## src/rtl/adc16dv160_capture_ctrl.sv

```systemverilog
// ADC16DV160 capture controller: arms on cr_start, optionally waits for a level-sync
// trigger, then frames samples onto an AXI-Stream master. Option: ADC16DV160_TRIG_TIMESTAMP_EN.
module adc16dv160_capture_ctrl #(
  parameter int DW = 16,
  parameter int CW = 32
) (
  input  logic          ACLK,
  input  logic          ARESET,
  input  logic [DW-1:0] adc_data,
  input  logic          adc_valid,
  input  logic [31:0]   dsize,
  input  logic          cr_start,
  input  logic          cr_test,
  input  logic          cr_rt,
  input  logic          cr_ls,
  input  logic [15:0]   ls_start_thr,
  input  logic [15:0]   ls_stop_thr,
  input  logic [31:0]   ls_n_start,
  input  logic [31:0]   ls_n_stop,
  output logic [DW-1:0] M_AXIS_TDATA,
  output logic          M_AXIS_TVALID,
  input  logic          M_AXIS_TREADY,
  output logic          M_AXIS_TLAST,
  output logic          busy,
  output logic          overflow
`ifdef ADC16DV160_TRIG_TIMESTAMP_EN
  ,
  output logic [31:0]   trig_ts,
  output logic          trig_ts_valid
`endif
);

  localparam int XW = (DW > 16) ? DW : 16;

  typedef enum logic [1:0] {IDLE, WAIT_TRIG, CAPTURE} state_t;

  state_t         state_q, state_d;
  logic [CW-1:0]  rem_q, rem_d;
  logic [CW-1:0]  run_q, run_d;
  logic [CW-1:0]  stop_q, stop_d;
  logic [15:0]    tcnt_q, tcnt_d;
  logic [DW-1:0]  tdata_q, tdata_d;
  logic           tvalid_q, tvalid_d;
  logic           tlast_q, tlast_d;
  logic           ovf_q, ovf_d;
  logic           busy_q, busy_d;

  logic [DW-1:0]        smp;
  logic signed [XW-1:0] smp_x, sthr_x, pthr_x;
  logic [CW-1:0]        n_start_eff, n_stop_eff, run_inc, stop_inc;
  logic                 active, out_free, accept, drop, stop_en;
  logic                 emit, early, last, load;

  function automatic logic [CW-1:0] sat_inc(input logic [CW-1:0] v);
    return (&v) ? v : v + CW'(1);
  endfunction

  // Sample selection and signed threshold compares
  assign smp         = cr_test ? DW'(tcnt_q) : adc_data;
  assign smp_x       = XW'($signed(smp));
  assign sthr_x      = XW'($signed(ls_start_thr));
  assign pthr_x      = XW'($signed(ls_stop_thr));
  assign n_start_eff = (ls_n_start == 32'd0) ? CW'(1) : CW'(ls_n_start);
  assign n_stop_eff  = CW'(ls_n_stop);
  assign stop_en     = cr_ls && (ls_n_stop != 32'd0);

  assign active   = (state_q != IDLE);
  assign out_free = !tvalid_q || M_AXIS_TREADY;
  assign accept   = adc_valid && active && out_free;
  assign drop     = adc_valid && active && !out_free;

  always_comb begin
    state_d  = state_q;
    rem_d    = rem_q;
    run_d    = run_q;
    stop_d   = stop_q;
    tcnt_d   = tcnt_q;
    tdata_d  = tdata_q;
    tvalid_d = tvalid_q;
    tlast_d  = tlast_q;
    ovf_d    = ovf_q;
    emit     = 1'b0;
    early    = 1'b0;
    last     = 1'b0;
    load     = 1'b0;
    run_inc  = sat_inc(run_q);
    stop_inc = sat_inc(stop_q);

    if (adc_valid) tcnt_d = tcnt_q + 16'd1;
    if (drop) ovf_d = 1'b1;
    if (tvalid_q && M_AXIS_TREADY) begin
      tvalid_d = 1'b0;
      tlast_d  = 1'b0;
    end

    case (state_q)
      IDLE: begin
        if (cr_start && (dsize != 32'd0)) begin
          load    = 1'b1;
          ovf_d   = 1'b0;
          tcnt_d  = adc_valid ? 16'd1 : 16'd0;
          state_d = cr_ls ? WAIT_TRIG : CAPTURE;
        end
      end
      WAIT_TRIG: begin
        if (accept) begin
          if (smp_x > sthr_x) begin
            run_d = run_inc;
            emit  = (run_inc >= n_start_eff);
          end else begin
            run_d = '0;
          end
        end
      end
      CAPTURE: begin
        if (accept) begin
          emit = 1'b1;
          if (stop_en && (smp_x < pthr_x)) begin
            stop_d = stop_inc;
            early  = (stop_inc >= n_stop_eff);
          end else begin
            stop_d = '0;
          end
        end
      end
      default: state_d = IDLE;
    endcase

    // Output register load; frame end decides re-arm vs. idle
    if (emit) begin
      tdata_d  = smp;
      tvalid_d = 1'b1;
      rem_d    = rem_q - CW'(1);
      last     = (rem_q == CW'(1)) || early;
      tlast_d  = last;
      if (last) begin
        if (cr_rt && (dsize != 32'd0)) begin
          load    = 1'b1;
          state_d = cr_ls ? WAIT_TRIG : CAPTURE;
        end else begin
          state_d = IDLE;
        end
      end else begin
        state_d = CAPTURE;
      end
    end

    if (load) begin
      rem_d  = CW'(dsize);
      run_d  = '0;
      stop_d = '0;
    end

    busy_d = (state_d != IDLE) || tvalid_d;
  end

  always_ff @(posedge ACLK or posedge ARESET) begin
    if (ARESET) begin
      state_q  <= IDLE;
      rem_q    <= '0;
      run_q    <= '0;
      stop_q   <= '0;
      tcnt_q   <= '0;
      tdata_q  <= '0;
      tvalid_q <= 1'b0;
      tlast_q  <= 1'b0;
      ovf_q    <= 1'b0;
      busy_q   <= 1'b0;
    end else begin
      state_q  <= state_d;
      rem_q    <= rem_d;
      run_q    <= run_d;
      stop_q   <= stop_d;
      tcnt_q   <= tcnt_d;
      tdata_q  <= tdata_d;
      tvalid_q <= tvalid_d;
      tlast_q  <= tlast_d;
      ovf_q    <= ovf_d;
      busy_q   <= busy_d;
    end
  end

  assign M_AXIS_TDATA  = tdata_q;
  assign M_AXIS_TVALID = tvalid_q;
  assign M_AXIS_TLAST  = tlast_q;
  assign busy          = busy_q;
  assign overflow      = ovf_q;

`ifdef ADC16DV160_TRIG_TIMESTAMP_EN
  logic [31:0] ts_cnt_q, ts_cnt_d;
  logic [31:0] trig_ts_q, trig_ts_d;
  logic        first_q, first_d;
  logic        tsv_q, tsv_d;

  // first_q marks that the next emitted word opens a frame
  always_comb begin
    ts_cnt_d  = ts_cnt_q;
    first_d   = first_q;
    trig_ts_d = trig_ts_q;
    tsv_d     = 1'b0;
    if (adc_valid) ts_cnt_d = ts_cnt_q + 32'd1;
    if (emit && first_q) begin
      trig_ts_d = ts_cnt_q;
      tsv_d     = 1'b1;
    end
    if (emit) first_d = 1'b0;
    if (load) first_d = 1'b1;
  end

  always_ff @(posedge ACLK or posedge ARESET) begin
    if (ARESET) begin
      ts_cnt_q  <= '0;
      first_q   <= 1'b0;
      trig_ts_q <= '0;
      tsv_q     <= 1'b0;
    end else begin
      ts_cnt_q  <= ts_cnt_d;
      first_q   <= first_d;
      trig_ts_q <= trig_ts_d;
      tsv_q     <= tsv_d;
    end
  end

  assign trig_ts       = trig_ts_q;
  assign trig_ts_valid = tsv_q;
`endif

endmodule

```

## config.mk

```make
export PLATFORM = sky130hd
export DESIGN_NAME = adc16dv160_capture_ctrl
export DESIGN_NICKNAME = d
export VERILOG_FILES = /design/src/rtl/adc16dv160_capture_ctrl.sv
export SDC_FILE = /design/constraint.sdc
export NUM_CORES = 1
export LEC_CHECK = 0
export CAP_MARGIN = 20
export CORE_UTILIZATION = 50
export CTS_CLUSTER_DIAMETER = 150
export CTS_CLUSTER_SIZE = 40
export DETAILED_ROUTE_END_ITERATION = 7
export PLACE_DENSITY = 0.78
export SETUP_SLACK_MARGIN = 0.1
export SLEW_MARGIN = 20
export SYNTH_ARGS = -nofsm -noshare
export SYNTH_HDL_FRONTEND = slang
export SYNTH_SLANG_ARGS = --single-unit
```

## constraint.sdc

```tcl
create_clock -name ACLK -period 4.35 [get_ports ACLK]
set_input_delay 1.0875 -clock ACLK [delete_from_list [all_inputs] [get_ports ACLK]]
set_output_delay 1.0875 -clock ACLK [all_outputs]
set_load 0.02 [all_outputs]
```

After elaboration in Yosys (flattened, before gate mapping):

Cells that the tools add are included.

* bits in registers: 134
* word-level logic and storage cells: 93

* $lt $le $gt $ge: 4
* reduce and logical (&&, ||, !) cells: 29
* multiplexer cells: 43
* add/subtract/negate cells: 4
* equality and inequality tests: 3

Operators by type and width (count)
* 32-bit two-way mux: 13
* 32-bit by 1-bit adder with 32-bit output, second input constant: 2
* 32-bit greater-or-equal comparator: 2
* 16-bit two-way mux: 4
* 32-bit AND reduction: 2
* 32-bit nonzero test: 2
* 32-bit by 1-bit == test with 1-bit output, second input constant: 1
* 32-bit zero test: 1
* 32-bit by 1-bit subtractor with 32-bit output, second input constant: 1
* 1-bit two-way mux: 19
* 16-bit by 1-bit adder with 16-bit output, second input constant: 1
* 16-bit greater-than comparator: 1
* 16-bit less-than comparator: 1
* 2-bit nonzero test: 7
* 2-bit two-way mux: 5
* 1-bit logical AND: 8
* 2-bit one-hot mux with 2 select lines: 1
* 2-bit AND reduction: 2
* 1-bit logical OR: 3
* 2-bit by 1-bit == test with 1-bit output, second input constant: 1
* 2-bit == test, second input constant: 1
* 1-bit zero test: 2
* 2-bit zero test: 1
* 1-bit one-hot mux with 2 select lines: 1
* 2-bit OR reduction: 1

Depth between registers and ports, before layout:

Gate-level depths: netlist of run 1.

* depth in word-level cells: 11
* depth in mapped cells: 22
* depth with buffers taken out: 19

Worst setup path after synthesis of run 1:

Ideal clock, no wire load.

* path kind: reg-to-reg
* from: register stop_q[10]
* to: register rem_q[29]
* library setup time: 0.124 ns
* setup slack: 0.000 ns
* cell stages (with the launch flop): 21
* arrival time: 4.226 ns
* cell sequence: dfrtp_1 clkbuf_1 nand4_1 nor4_1 nand2_1 or3_1 clkbuf_1 nand4_1 xnor2_1 ha_1 a21o_1 a221oi_1 o21a_1 o21ai_0 a211o_1 o211a_1 buf_6 a21o_4 buf_6 buf_4 a211o_1

* word-level cells in the longest chain between the ends: 10
* elaborated cells on any way between the ends: 12
* those cells by class: add/sub: 1; order compare: 1; mux: 7; reduce/logical: 3

RTL lines
* from (decl): line 40 `logic [CW-1:0] stop_q, stop_d;`
* from (signal assigned): line 173 `stop_q <= stop_d;`
* 32-bit by 1-bit adder with 32-bit output or 32-bit AND reduction (tied branches): line 55 `return (&v) ? v : v + CW'(1);`
* 32-bit two-way mux *: line 55
* 32-bit greater-or-equal comparator *: line 120 `early = (stop_inc >= n_stop_eff);`
* 1-bit two-way mux *: line 118 `if (stop_en && (smp_x < pthr_x)) begin`
* 1-bit two-way mux *: line 116 `if (accept) begin`
* 1-bit two-way mux *: line 96 `case (state_q)`
* 1-bit logical OR *: line 134 `last = (rem_q == CW'(1)) || early;`
* 1-bit two-way mux *: line 136 `if (last) begin`
* 1-bit two-way mux *: line 130 `if (emit) begin`
* 32-bit two-way mux or 2-bit nonzero test (tied branches)
* to (signal assigned): line 171 `rem_q <= rem_d;`
* to (decl): line 38 `logic [CW-1:0] rem_q, rem_d;`

Mark *: on every way between the ends. The rest lies on a longest branch, timed or not.
A chain may end at the register's enable or synchronous reset.

Worst setup path in the final report of run 1:

* from: register stop_q[13]
* to: register run_q[7]

* word-level cells in the longest chain between the ends: 11
* elaborated cells on any way between the ends: 14
* those cells by class: add/sub: 1; order compare: 1; mux: 7; reduce/logical: 5

RTL lines
* 32-bit by 1-bit adder with 32-bit output or 32-bit AND reduction (tied branches): line 55
* 32-bit two-way mux *: line 55
* 32-bit greater-or-equal comparator *: line 120
* 1-bit two-way mux *: line 118
* 1-bit two-way mux *: line 116
* 1-bit two-way mux *: line 96
* 1-bit logical OR *: line 134
* 1-bit two-way mux *: line 136
* 1-bit two-way mux *: line 130
* 2-bit nonzero test (no source line)
* 2-bit AND reduction (no source line)
* to (signal assigned): line 172 `run_q <= run_d;`
* to (decl): line 39 `logic [CW-1:0] run_q, run_d;`

Marked as above.

==> results of run 1 <==
==> layer usage <==
layer	vias to the layer above	GRT usage	wire length (um)
met1	5531	0.394	14200
li1	5306	-	-
met5	-	0	0
met4	0	0.138	1360
met2	602	0.567	18000
met3	151	0.0716	3000
==> through the flow <==
| stage | cells | hold slack [ns] |
|---|---|---|
| 2_1_floorplan | 1238 | 0.468 |
| 3_3_place_gp | 1836 | 0.483 |
| 3_5_place_dp | 1836 | 0.495 |
| 4_1_cts | 1893 | 0.517 |
| 5_1_grt | 1911 | 0.538 |
| 6_report | 1911 | 0.518 |
==> final cells by class <==
class / count / area share
clock inverters: 13 / 0.0102
inverters: 111 / 0.0269
multi-input cells: 945 / 0.450
clock buffers: 19 / 0.0290
flip-flops and latches: 134 / 0.215
well taps: 270 / 0.0216
repair buffers: 419 / 0.247
==> worst paths after layout <==
| path | slack (ns) | to | cells after the start | start |
|---|---|---|---|---|
| min in group asynchronous | 1.16 | run_q[18]$_DFFE_PP0P_ | 2 | ARESET |
| worst max register to register | -0.18 | run_q[7]$_DFFE_PP0P_ | 21 | stop_q[13]$_DFFE_PP0P_ |
| worst max-delay path | -0.18 | run_q[7]$_DFFE_PP0P_ | 21 | stop_q[13]$_DFFE_PP0P_ |
| max in group asynchronous | 2.40 | tcnt_q[5]$_DFF_PP0_ | 3 | ARESET |
| worst min register to register | 0.52 | M_AXIS_TDATA[1]$_DFFE_PP0P_ | 1 | M_AXIS_TDATA[1]$_DFFE_PP0P_ |
| worst min-delay path | 0.52 | M_AXIS_TDATA[1]$_DFFE_PP0P_ | 1 | M_AXIS_TDATA[1]$_DFFE_PP0P_ |
==> sequential cells by signal, indices dropped and copies added (netlist names) <==
signal / count
M_AXIS_TVALID: 1
M_AXIS_TLAST: 1
rem_q: 32
run_q: 32
busy: 1
overflow: 1
stop_q: 32
tcnt_q: 16
M_AXIS_TDATA: 16
state_q: 2
==> logic make-up after synthesis <==
kind of cell / after synthesis / synth area share
compound gates: 274 / 0.176
xor+xnor: 76 / 0.0627
fa+ha+maj: 103 / 0.121
buf+inv: 160 / 0.0635
flops: 134 / 0.316
mux: 34 / 0.0362
simple gates: 457 / 0.224
==> critical path: cells and delay by family, from the launching register on <==
kind            cells  cell delay, ns
xor+xnor            1            0.19
flops               1            0.37
compound gates      5            1.19
simple gates       10            1.75
buf+inv             4            0.63
fa+ha+maj           1            0.32
==> Yosys cell counts (3+ instances only) <==
cell / instances / share of area
sky130_fd_sc_hd__dfrtp_1: 134 / 0.32
sky130_fd_sc_hd__inv_1: 111 / 0.039
sky130_fd_sc_hd__nor2_1: 104 / 0.037
sky130_fd_sc_hd__ha_1: 103 / 0.12
sky130_fd_sc_hd__nand2_1: 90 / 0.032
sky130_fd_sc_hd__a21oi_1: 67 / 0.032
sky130_fd_sc_hd__nand3_1: 63 / 0.030
sky130_fd_sc_hd__o21ai_0: 48 / 0.023
sky130_fd_sc_hd__xnor2_1: 43 / 0.035
sky130_fd_sc_hd__nand4_1: 38 / 0.022
sky130_fd_sc_hd__nor4_1: 36 / 0.021
sky130_fd_sc_hd__xor2_1: 33 / 0.027
sky130_fd_sc_hd__mux2_2: 32 / 0.034
sky130_fd_sc_hd__clkbuf_1: 28 / 0.0099
sky130_fd_sc_hd__a22o_1: 27 / 0.022
sky130_fd_sc_hd__a22oi_1: 25 / 0.018
sky130_fd_sc_hd__nor3_1: 24 / 0.011
sky130_fd_sc_hd__and3_1: 22 / 0.013
sky130_fd_sc_hd__o211ai_1: 17 / 0.012
sky130_fd_sc_hd__or3_1: 17 / 0.010
sky130_fd_sc_hd__a211oi_1: 15 / 0.011
sky130_fd_sc_hd__a31oi_1: 12 / 0.0071
sky130_fd_sc_hd__nand2b_1: 12 / 0.0071
sky130_fd_sc_hd__or4_1: 9 / 0.0064
sky130_fd_sc_hd__and2_1: 8 / 0.0047
sky130_fd_sc_hd__buf_2: 8 / 0.0038
sky130_fd_sc_hd__a211o_1: 7 / 0.0058
sky130_fd_sc_hd__a21o_1: 6 / 0.0042
sky130_fd_sc_hd__buf_6: 6 / 0.0064
sky130_fd_sc_hd__or2_2: 6 / 0.0035
sky130_fd_sc_hd__buf_4: 5 / 0.0035
sky130_fd_sc_hd__nor2b_1: 5 / 0.0029
sky130_fd_sc_hd__o21a_1: 5 / 0.0035
sky130_fd_sc_hd__o311ai_0: 5 / 0.0041
sky130_fd_sc_hd__a21boi_0: 3 / 0.0021
sky130_fd_sc_hd__a221o_1: 3 / 0.0028
sky130_fd_sc_hd__a32oi_1: 3 / 0.0025
sky130_fd_sc_hd__and4_1: 3 / 0.0025
sky130_fd_sc_hd__nor3b_1: 3 / 0.0021
sky130_fd_sc_hd__nor4b_1: 3 / 0.0025
sky130_fd_sc_hd__o22a_1: 3 / 0.0025
sky130_fd_sc_hd__o41ai_1: 3 / 0.0025
==> timing repair <==
action	in CTS	in global routing
setup endpoints to repair	113	114
pin swaps	39	34
buffers inserted	24	15
resized for setup	59	55
cloned	2	3
==> power groups by stage <==
stage               Clock [mW]  Sequential (mW)  Combinational, mW
floorplan                    0             1.74              0.901
global placement             0             1.69               1.66
detailed placement           0             1.70               1.71
CTS                       1.52             1.69               1.82
global route              1.57             1.74               2.10
finish                    1.52             1.72               1.97
==> out/qor.log, run 1 <==
qor: status.outcome complete, but fails checks
qor: status.failed_checks setup timing
qor: sta.layout_min_cycle_time 4.53 ns
qor: sta.final_clock_period_utilization_by_the_worst_path 1.04
qor: finish.postLayoutCellArea 0.0156 sq mm
qor: power.pwr-share-comb 0.378
qor: power.p_total 5.20 mW
qor: clock_tree.clock-root-buffer sky130_fd_sc_hd__clkbuf_16
qor: grt.grt_start_max_net_pins 55
qor: floorplan.fp.dieH 148 um
qor: finish.layout-drive-gt1-share 0.252
qor: yosys.ys_async_sr_fraction 1.00
qor: drt.dr_total_vias 11600
qor: finish.layout.cells.most_common sky130_fd_sc_hd__buf_4
qor: yosys.yosys_warnings 0
qor: grt.number_of_global_route_vias_before_repair 11600
qor: sta.setup_tns -6.22 ns
qor: floorplan.die_w 148 um
qor: placement.gp_congestion 0.919
qor: placement.hpwl 24800 um
qor: floorplan.die_area 0.0218 sq mm
qor: clock_tree.cts_num_sinks 134
qor: clock_tree.worst_skew_pair.late_latency 0.44 ns
qor: drt.drc 0
qor: power.power.internal 3.31 mW
qor: sta.maxSlewHeadroom 0.377
qor: sta.final-setup-viol-count 87
qor: clock_tree.htree_levels 4
qor: power.p_leak 7.38 nW
qor: worst_setup_path.crit_chain nand4_1, buf_4, nor4_4, nand2_1, or3_4, and2_4, and3b_2, xor2_2, ha_1, nand2_2, nor4_4, a222oi_1, nand2_1, a211o_1, o211a_1, buf_4, a21o_4, buf_12, nor2_8, clkbuf_16, a22o_1
qor: grt.initial_antenna_violation_count 0
qor: yosys.syn_nets 1493
qor: placement.placement.setup.worst_slack -0.501 ns
qor: power.switchingPower 1.90 mW
qor: sta.timing.clock.skew 0.0142 ns
qor: grt.grt_first_pass_wirelength 56700 um
qor: clock_tree.cts_hold_repair.buffers 0
qor: yosys.synth.distinct_cells 76
qor: clock_tree.tritoncts_clock_tree done
qor: power.clockPowerShare 0.292
qor: sta.maxClockFrequency 221 MHz
qor: finish.antenna-diode-count 0
qor: yosys.synth_enable_flop_cells 0
qor: worst_setup_path.worst-path-max-fanout 7
qor: worst_setup_path.cpPeakStageDelay 0.39 ns
qor: sta.hold_viol_final 0
qor: finish.filler_cell_count 1401
qor: grt.grtUsageTotal 0.328
qor: yosys.synthesis.instances 1238
qor: clock_tree.clkSlewWorstSetupHoldPaths 0.07 ns
qor: yosys.ys_ff_latch 134
qor: drt.routed_wire_length_per_instance 19.1 um
qor: hold_path.worstHoldPathType flop to flop
qor: power.cellPowerDensity 333 mW/mm^2
qor: finish.multi_input_area 0.00703 sq mm
qor: finish.most-common-layout-cells 217 x sky130_fd_sc_hd__buf_4, 171 x sky130_fd_sc_hd__clkdlybuf4s50_1, 134 x sky130_fd_sc_hd__dfrtp_1, 110 x sky130_fd_sc_hd__inv_1, 102 x sky130_fd_sc_hd__ha_1
qor: worst_setup_path.timing_worst_setup_path_type flop to flop
qor: finish.area_delta_synth_final 47.1%
qor: worst_setup_path.cp.required 4.72 ns
qor: sta.tightestPinTransition 0.932 ns
qor: run.cap_viol_max_count 0
qor: drt.drt_iter0_drc 936
qor: power.switching_share 0.365
qor: yosys.ys_seq_area_frac 0.316
qor: placement.io_buffer_count 171
qor: drt.ant_nets 0
qor: worst_setup_path.critPathCaptureType flop
qor: yosys.postSynthAreaPerCell 8.57 sq um
qor: drt.drt_total_wl 36600 um
qor: placement.placement.cell_area 0.0141 sq mm
qor: worst_setup_path.worst_setup_path_start_kind flop
qor: finish.final_core_utilization 0.762
qor: drt.detail_route.first_pass.iterations 6
qor: sta.timing.final.max_slew_violations 0
qor: worst_setup_path.worstPathArrival 4.89 ns
qor: power.ir_drop 0.338 mV
qor: floorplan.std_cell_rows 52
qor: clock_tree.number_of_buffers_created_by_cts 17
qor: finish.final-seq-area 0.00335 sq mm
qor: floorplan.floorplan.core_area 0.0205 sq mm
qor: floorplan.initial_utilization 0.518
qor: sta.grt_setup_unrepaired true
qor: worst_setup_path.critical-path-slowest-cell sky130_fd_sc_hd__or3_4
qor: drt.vias_per_cell 6.06
qor: floorplan.io_pins 172
qor: sta.final.setup.worst_slack -0.178 ns
qor: finish.final_net_count 1883
qor: clock_tree.clock_path_buffers 2
qor: yosys.synth-main-ff-cell sky130_fd_sc_hd__dfrtp_1
qor: yosys.syn-cell-area 0.0106 sq mm
qor: power.seq_power_share 0.331
qor: grt.globalRouteOverflowTotal 0
Power figures use the tool's default switching activity.
==> run 2, diff against run 1 <==
--- a/config.mk
+++ b/config.mk
@@ -6,11 +6,11 @@
 export NUM_CORES = 1
 export LEC_CHECK = 0
 export CAP_MARGIN = 20
-export CORE_UTILIZATION = 50
+export CORE_MARGIN = 2
+export CORE_UTILIZATION = 30
 export CTS_CLUSTER_DIAMETER = 150
 export CTS_CLUSTER_SIZE = 40
 export DETAILED_ROUTE_END_ITERATION = 7
-export PLACE_DENSITY = 0.78
 export SETUP_SLACK_MARGIN = 0.1
 export SLEW_MARGIN = 20
 export SYNTH_ARGS = -nofsm -noshare
==> out/qor.log, run 2 (synthesis results as in run 1) <==
qor: floorplan.std_cell_rows 68 [+31%]
qor: drt.ant_nets 0 [unchanged]
qor: sta.maxSlewHeadroom 0.369 [-0.00804]
qor: sta.tightestPinTransition 0.944 ns [+0.0120 ns]
qor: clock_tree.cts_num_sinks 134 [unchanged]
qor: clock_tree.htree_levels 4 [unchanged]
qor: sta.timing.final.max_slew_violations 0 [unchanged]
qor: drt.drt_total_wl 37900 um [+3.8%]
qor: clock_tree.clock-root-buffer sky130_fd_sc_hd__clkbuf_16
qor: sta.layout_min_cycle_time 4.47 ns [-0.0621 ns]
qor: floorplan.die_w 192 um [+30%]
qor: drt.routed-wl-met3 2040 um [-32%]
qor: drt.detail_route.first_pass.iterations 5 [-1]
qor: worst_setup_path.critPathCaptureType flop
qor: finish.final_core_utilization 0.478 [-0.284]
qor: hold_path.worstHoldPathType flop to flop
qor: placement.io_buffer_count 171 [unchanged]
qor: drt.met1Wirelength 17000 um [+20%]
qor: finish.final_net_count 1930 [+2.5%]
qor: power.p_leak 7.74 nW [+4.9%]
qor: finish.most-common-layout-cells 249 x sky130_fd_sc_hd__buf_4, 168 x sky130_fd_sc_hd__clkdlybuf4s50_1, 134 x sky130_fd_sc_hd__dfrtp_1, 110 x sky130_fd_sc_hd__inv_1, 100 x sky130_fd_sc_hd__ha_1
qor: floorplan.initial_utilization 0.306 [-0.212]
qor: finish.postLayoutCellArea 0.0166 sq mm [+6.3%]
qor: floorplan.die_area 0.0369 sq mm [+69%]
qor: sta.final.setup.worst_slack -0.116 ns [+0.0621 ns]
qor: finish.area_delta_synth_final 56.4%
qor: clock_tree.worst_skew_pair.late_latency 0.43 ns [about the same]
qor: worst_setup_path.timing_worst_setup_path_type flop to flop
qor: clock_tree.tritoncts_clock_tree done
qor: floorplan.floorplan.core_area 0.0347 sq mm [+69%]
qor: power.cellPowerDensity 324 mW/mm^2 [-2.8%]
qor: power.p_total 5.38 mW [+3.3%]
qor: status.failed_checks setup timing
qor: finish.layout-drive-gt1-share 0.296 [+0.0439]
qor: grt.initial_antenna_violation_count 0 [unchanged]
qor: floorplan.io_pins 172 [unchanged]
qor: worst_setup_path.worst_setup_path_start_kind flop
qor: sta.final-setup-viol-count 37 [-57%]
qor: grt.globalRouteOverflowTotal 0 [unchanged]
qor: run.cap_viol_max_count 0 [unchanged]
qor: grt.grt_start_max_net_pins 74 [+35%]
qor: power.ir_drop 0.287 mV [-15%]
qor: drt.wl_met2 18000 um [about the same]
qor: placement.gp_congestion 0.848 [-7.7%]
qor: worst_setup_path.worstPathArrival 4.81 ns [-0.08 ns]
qor: floorplan.fp.dieH 192 um [+30%]
qor: sta.grt_setup_unrepaired true
qor: finish.reg_top3 rem_q x32, run_q x32, stop_q x32
qor: clock_tree.clock_path_buffers 2 [unchanged]
qor: sta.final_clock_period_utilization_by_the_worst_path 1.03 [-0.0143]
qor: grt.number_of_global_route_vias_before_repair 11200 [-3.2%]
qor: grt.grtUsageTotal 0.200 [-0.128]
qor: worst_setup_path.worst-path-max-fanout 4 [-3]
qor: sta.maxClockFrequency 224 MHz [+1.4%]
qor: sta.timing.clock.skew 0.0171 ns [+0.00292 ns]
qor: clock_tree.clkSlewWorstSetupHoldPaths 0.07 ns [about the same]
qor: worst_setup_path.cp.required 4.70 ns [-0.02 ns]
qor: drt.routed_wire_length_per_instance 17.7 um [-7.5%]
qor: drt.vias_per_cell 5.25 [-13%]
qor: grt.grt_first_pass_wirelength 58600 um [+3.3%]
qor: drt.drc 0 [unchanged]
qor: drt.drt_iter0_drc 798 [-15%]
qor: drt.dr_total_vias 11300 [-2.9%]
qor: placement.hpwl 26700 um [+7.9%]
qor: sta.setup_tns -1.49 ns [+4.73 ns]
qor: placement.placement.cell_area 0.0146 sq mm [+3.5%]
qor: finish.antenna-diode-count 0 [unchanged]
qor: finish.layout.cells.most_common sky130_fd_sc_hd__buf_4
qor: sta.hold-worst-slack 0.512 ns [-0.00609 ns]
qor: drt.route.top_layer_used met4
qor: sta.hold_viol_final 0 [unchanged]
qor: status.outcome complete, but fails checks
qor: clock_tree.number_of_buffers_created_by_cts 17 [unchanged]
-- run 2: changes by cell type in the layout (fill, tap and decap cells not counted), moves of 4 or more --
cell and change:
sky130_fd_sc_hd__o21ai_1 +4, sky130_fd_sc_hd__xor2_2 +4, sky130_fd_sc_hd__buf_6 +4, sky130_fd_sc_hd__o21ai_0 -7, sky130_fd_sc_hd__nor2_4 +5, sky130_fd_sc_hd__nor2_2 +9, sky130_fd_sc_hd__nand2_2 +5, sky130_fd_sc_hd__xor2_1 -5
sky130_fd_sc_hd__buf_4 +32, sky130_fd_sc_hd__nand2_1 -7, sky130_fd_sc_hd__nor2_1 -12
-- run 2: what timing repair did --
item | 4_1_cts | 5_1_grt
setup endpoints to repair | 115 | 116
cloned | 4 | 7
resized for setup | 77 | 106
pin swaps | 54 | 87
endpoints found under the hold margin | 0 | 0
buffers inserted | 28 | 19
hold buffers | 0 | 0
-- run 2: final cells by class --
cell class,instances,area [sq um]
multi-input combinational,946,7290
sequential,134,3350
fill,3250,18100
inverter,111,420
tap,455,569
timing repair buffer,465,4370
clock buffer,18,429
clock inverter,14,163
-- run 2: per-stage QoR --
stage | std cells | worst slack (ns)
floorplan | 1238 | 0.106
global placement | 2055 | -0.474
detailed placement | 2055 | -0.531
CTS | 2119 | -0.00717
global route | 2143 | -0.260
finish | 2143 | -0.116
-- run 2: power by group --
part | switching [mW] | leakage, nW | internal [mW]
Clock | 0.650 | 0.277 | 0.861
Combinational | 1.08 | 5.71 | 1.08
Sequential | 0.239 | 1.75 | 1.47
Total | 1.96 | 7.74 | 3.41
-- run 2: worst max-delay path: stages (launching register included) --
cell                       delay, ns
sky130_fd_sc_hd__dfrtp_1        0.36
sky130_fd_sc_hd__ha_2           0.20
sky130_fd_sc_hd__nand2_2        0.05
sky130_fd_sc_hd__nor3_2         0.21
sky130_fd_sc_hd__buf_4          0.16
sky130_fd_sc_hd__nand2_4        0.05
sky130_fd_sc_hd__buf_6          0.12
sky130_fd_sc_hd__o2111a_1       0.25
sky130_fd_sc_hd__nand2_2        0.10
sky130_fd_sc_hd__buf_6          0.10
sky130_fd_sc_hd__nor2_2         0.04
sky130_fd_sc_hd__xor2_2         0.18
sky130_fd_sc_hd__ha_1           0.31
sky130_fd_sc_hd__nand4_1        0.16
sky130_fd_sc_hd__nor4_2         0.08
sky130_fd_sc_hd__a222oi_1       0.38
sky130_fd_sc_hd__nand2_2        0.18
sky130_fd_sc_hd__a211o_1        0.32
sky130_fd_sc_hd__o211a_4        0.17
sky130_fd_sc_hd__buf_6          0.13
sky130_fd_sc_hd__nand2b_4       0.14
sky130_fd_sc_hd__buf_6          0.12
sky130_fd_sc_hd__or4_1          0.47
sky130_fd_sc_hd__o211ai_1       0.10
-- run 2: metal layers --
metal	track usage	vias up
met4	0.0593	0
li1	-	5402
met5	0	-
met1	0.263	5420
met2	0.333	384
met3	0.0386	52
-- run 2: path summary, 6_finish.rpt --
check | start | end | slack [ns] | depth (start not counted)
setup / recovery | stop_q[1]$_DFFE_PP0P_ | rem_q[12]$_DFFE_PP0P_ | -0.12 | 23
hold / removal | overflow$_DFF_PP0_ | overflow$_DFF_PP0_ | 0.51 | 2
setup reg to reg | stop_q[1]$_DFFE_PP0P_ | rem_q[12]$_DFFE_PP0P_ | -0.12 | 23
hold reg to reg | overflow$_DFF_PP0_ | overflow$_DFF_PP0_ | 0.51 | 2
max in group asynchronous | ARESET | tcnt_q[2]$_DFF_PP0_ | 2.44 | 3
min in group asynchronous | ARESET | rem_q[13]$_DFFE_PP0P_ | 1.09 | 2
==> run 3, diff against run 2 <==
--- a/config.mk
+++ b/config.mk
@@ -7,11 +7,11 @@
 export LEC_CHECK = 0
 export CAP_MARGIN = 20
 export CORE_MARGIN = 2
-export CORE_UTILIZATION = 30
+export CORE_UTILIZATION = 40
 export CTS_CLUSTER_DIAMETER = 150
 export CTS_CLUSTER_SIZE = 40
 export DETAILED_ROUTE_END_ITERATION = 7
-export SETUP_SLACK_MARGIN = 0.1
+export PLACE_DENSITY = 0.66
 export SLEW_MARGIN = 20
 export SYNTH_ARGS = -nofsm -noshare
 export SYNTH_HDL_FRONTEND = slang
==> out/qor.log, run 3 (synthesis results as in run 1) <==
qor: power.cellPowerDensity 321 mW/mm^2 [-1.0%]
qor: hold_path.worstHoldPathType flop to flop
qor: sta.setup_tns 0 ns [+1.49 ns]
qor: worst_setup_path.worstPathArrival 4.67 ns [-0.14 ns]
qor: power.clockPowerShare 0.294 [+0.013]
qor: floorplan.die_area 0.0279 sq mm [-25%]
qor: power.p_total 5.04 mW [-6.3%]
qor: status.outcome finished clean
qor: finish.layout-drive-gt1-share 0.259 [-0.0370]
qor: power.switching_share 0.359 [-0.00633]
qor: clock_tree.clock-root-buffer sky130_fd_sc_hd__clkbuf_16
qor: sta.layout_min_cycle_time 4.32 ns [-0.141 ns]
qor: drt.drc 0 [unchanged]
qor: worst_setup_path.worst_setup_path_start_kind flop
qor: finish.final_net_count 1889 [-2.1%]
qor: clock_tree.clock_path_buffers 2 [unchanged]
qor: worst_setup_path.worst-path-max-fanout 7 [+3]
qor: finish.layout.cells.most_common sky130_fd_sc_hd__buf_4
qor: sta.maxClockFrequency 231 MHz [+3.3%]
qor: grt.number_of_global_route_vias_before_repair 10900 [-3.0%]
qor: grt.globalRouteOverflowTotal 0 [unchanged]
qor: sta.grt_setup_unrepaired true
qor: run.cap_viol_max_count 0 [unchanged]
qor: finish.most-common-layout-cells 232 x sky130_fd_sc_hd__buf_4, 171 x sky130_fd_sc_hd__clkdlybuf4s50_1, 134 x sky130_fd_sc_hd__dfrtp_1, 110 x sky130_fd_sc_hd__inv_1, 102 x sky130_fd_sc_hd__ha_1
qor: sta.tightestPinTransition 1.05 ns [+0.108 ns]
qor: power.ir_drop 0.223 mV [-22%]
qor: clock_tree.number_of_buffers_created_by_cts 17 [unchanged]
qor: clock_tree.worst_skew_pair.late_latency 0.42 ns [about the same]
qor: clock_tree.tritoncts_clock_tree done
qor: grt.grt_first_pass_wirelength 53900 um [-8.0%]
qor: power.seq_power_share 0.337 [+0.020]
qor: clock_tree.cts_num_sinks 134 [unchanged]
qor: grt.grtUsageTotal 0.235 [+0.0350]
qor: power.power.internal 3.23 mW [-5.4%]
qor: clock_tree.htree_levels 4 [unchanged]
qor: sta.hold-worst-slack 0.505 ns [-0.00611 ns]
qor: drt.routed_wire_length_per_instance 16.9 um [-4.6%]
qor: drt.drt_iter0_drc 705 [-12%]
qor: finish.filler_cell_count 2279 [-30%]
qor: worst_setup_path.cp.required 4.69 ns [about the same]
qor: floorplan.io_pins 172 [unchanged]
qor: grt.grt_start_max_net_pins 118 [+59%]
qor: sta.timing.final.max_slew_violations 0 [unchanged]
qor: clock_tree.cts_hold_repair.buffers 0 [unchanged]
qor: sta.final-setup-viol-count 0 [-100%]
qor: finish.antenna-diode-count 0 [unchanged]
qor: sta.final_clock_period_utilization_by_the_worst_path 0.994 [-0.0325]
qor: finish.final_cell_count_no_fill 1982 [-7.5%]
qor: sta.maxSlewHeadroom 0.298 [-0.0714]
qor: finish.final-seq-area 0.00335 sq mm [unchanged]
qor: power.switchingPower 1.81 mW [-7.9%]
qor: worst_setup_path.critPathCaptureType flop
qor: floorplan.die_w 167 um [-13%]
qor: worst_setup_path.timing_worst_setup_path_type flop to flop
qor: finish.reg_top3 rem_q x32, run_q x32, stop_q x32
qor: grt.initial_antenna_violation_count 0 [unchanged]
qor: drt.drt_total_wl 33500 um [-12%]
qor: drt.detail_route.first_pass.iterations 5 [unchanged]
qor: power.p_leak 7.43 nW [-4.1%]
qor: finish.area_delta_synth_final 48.0%
qor: placement.io_buffer_count 171 [unchanged]
qor: clock_tree.clkSlewWorstSetupHoldPaths 0.07 ns [about the same]
qor: sta.timing.clock.skew 0.0147 ns [-0.00241 ns]
qor: sta.hold_viol_final 0 [unchanged]
qor: floorplan.floorplan.core_area 0.0261 sq mm [-25%]
qor: placement.gp_congestion 0.925 [+9.0%]
qor: finish.multi_input_area 0.00711 sq mm [-2.5%]
qor: floorplan.std_cell_rows 59 [-13%]
qor: floorplan.fp.dieH 167 um [-13%]
qor: drt.dr_total_vias 10900 [-3.3%]
qor: placement.hpwl 24900 um [-6.9%]
qor: placement.post-place-cells 1922 [-6.5%]
qor: power.pwr-share-comb 0.368 [-0.034]
qor: drt.vias_per_cell 5.49 [+4.5%]
qor: finish.final_core_utilization 0.603 [+0.125]
qor: drt.ant_nets 0 [unchanged]
qor: floorplan.initial_utilization 0.407 [+0.102]
==> run 3: cell count changes in the layout (fill, tap and decap cells not counted), moves of 5 or more <==
cell | previous run | this run
sky130_fd_sc_hd__buf_6 | 18 | 11
sky130_fd_sc_hd__nor2_2 | 16 | 7
sky130_fd_sc_hd__nor2_1 | 83 | 93
sky130_fd_sc_hd__clkbuf_16 | 23 | 17
sky130_fd_sc_hd__buf_4 | 249 | 232
sky130_fd_sc_hd__o21ai_0 | 35 | 40
==> run 3: per-stage QoR <==
| step | setup WS (ns) | cell area (sq um) |
|---|---|---|
| CTS | 0.00663 | 15200 |
| global route | -0.174 | 15700 |
| global placement | -0.476 | 14300 |
| detailed placement | -0.499 | 14300 |
| finish | 0.0254 | 15700 |
| floorplan | 0.000411 | 10600 |
==> run 3: repair_timing <==
action	CTS	global route
setup endpoints to repair	101	113
buffers inserted	14	14
pin swaps	26	31
resized for setup	45	78
==> run 3: final timing paths <==
path	startpoint	end	slack (ns)	depth (start not counted)
min in group asynchronous	ARESET	rem_q[9]$_DFFE_PP0P_	1.04	2
max reg2reg	stop_q[10]$_DFFE_PP0P_	rem_q[14]$_DFFE_PP0P_	0.03	19
min	overflow$_DFF_PP0_	overflow$_DFF_PP0_	0.51	2
min reg2reg	overflow$_DFF_PP0_	overflow$_DFF_PP0_	0.51	2
max	stop_q[10]$_DFFE_PP0P_	rem_q[14]$_DFFE_PP0P_	0.03	19
max in group asynchronous	ARESET	tcnt_q[6]$_DFF_PP0_	2.34	3
==> run 3: layer usage <==
layer | wire length, um | vias up | track usage | share of wire
li1 | - | 5315 | - | -
met1 | 15100 | 5215 | 0.315 | 0.45
met2 | 16300 | 312 | 0.393 | 0.49
met3 | 1570 | 42 | 0.0359 | 0.047
met4 | 514 | 0 | 0.0697 | 0.015
met5 | 0 | - | 0 | 0
==> run 3: worst max-delay path: stages (launching register included) <==
cell and delay, ns:
sky130_fd_sc_hd__dfrtp_1 0.37, sky130_fd_sc_hd__nand4_1 0.13, sky130_fd_sc_hd__nor4_2 0.27, sky130_fd_sc_hd__buf_4 0.16
sky130_fd_sc_hd__nand2_1 0.06, sky130_fd_sc_hd__or3_4 0.38, sky130_fd_sc_hd__and2_4 0.17, sky130_fd_sc_hd__and3b_1 0.20
sky130_fd_sc_hd__xor2_2 0.16, sky130_fd_sc_hd__ha_1 0.30, sky130_fd_sc_hd__nand2_2 0.09, sky130_fd_sc_hd__nor4_4 0.06
sky130_fd_sc_hd__a222oi_1 0.33, sky130_fd_sc_hd__nand2_1 0.22, sky130_fd_sc_hd__a211o_1 0.29, sky130_fd_sc_hd__o211a_4 0.16
sky130_fd_sc_hd__buf_6 0.12, sky130_fd_sc_hd__nand2b_4 0.18, sky130_fd_sc_hd__or4_1 0.49, sky130_fd_sc_hd__o211ai_1 0.10
==> run 3: final cells by class <==
type / count / area share
repair buffers: 426 / 0.243
inverters: 111 / 0.0268
clock inverters: 15 / 0.0106
flip-flops and latches: 134 / 0.214
well taps: 335 / 0.0267
clock buffers: 17 / 0.0271
multi-input cells: 944 / 0.453
==> run 3: power groups by stage <==
stage               registers (mW)  clock network [mW]  logic [mW]
finish                        1.70                1.48        1.86
global route                  1.73                1.56        2.02
CTS                           1.68                1.50        1.77
detailed placement            1.70                   0        1.74
global placement              1.69                   0        1.71
floorplan                     1.74                   0       0.900
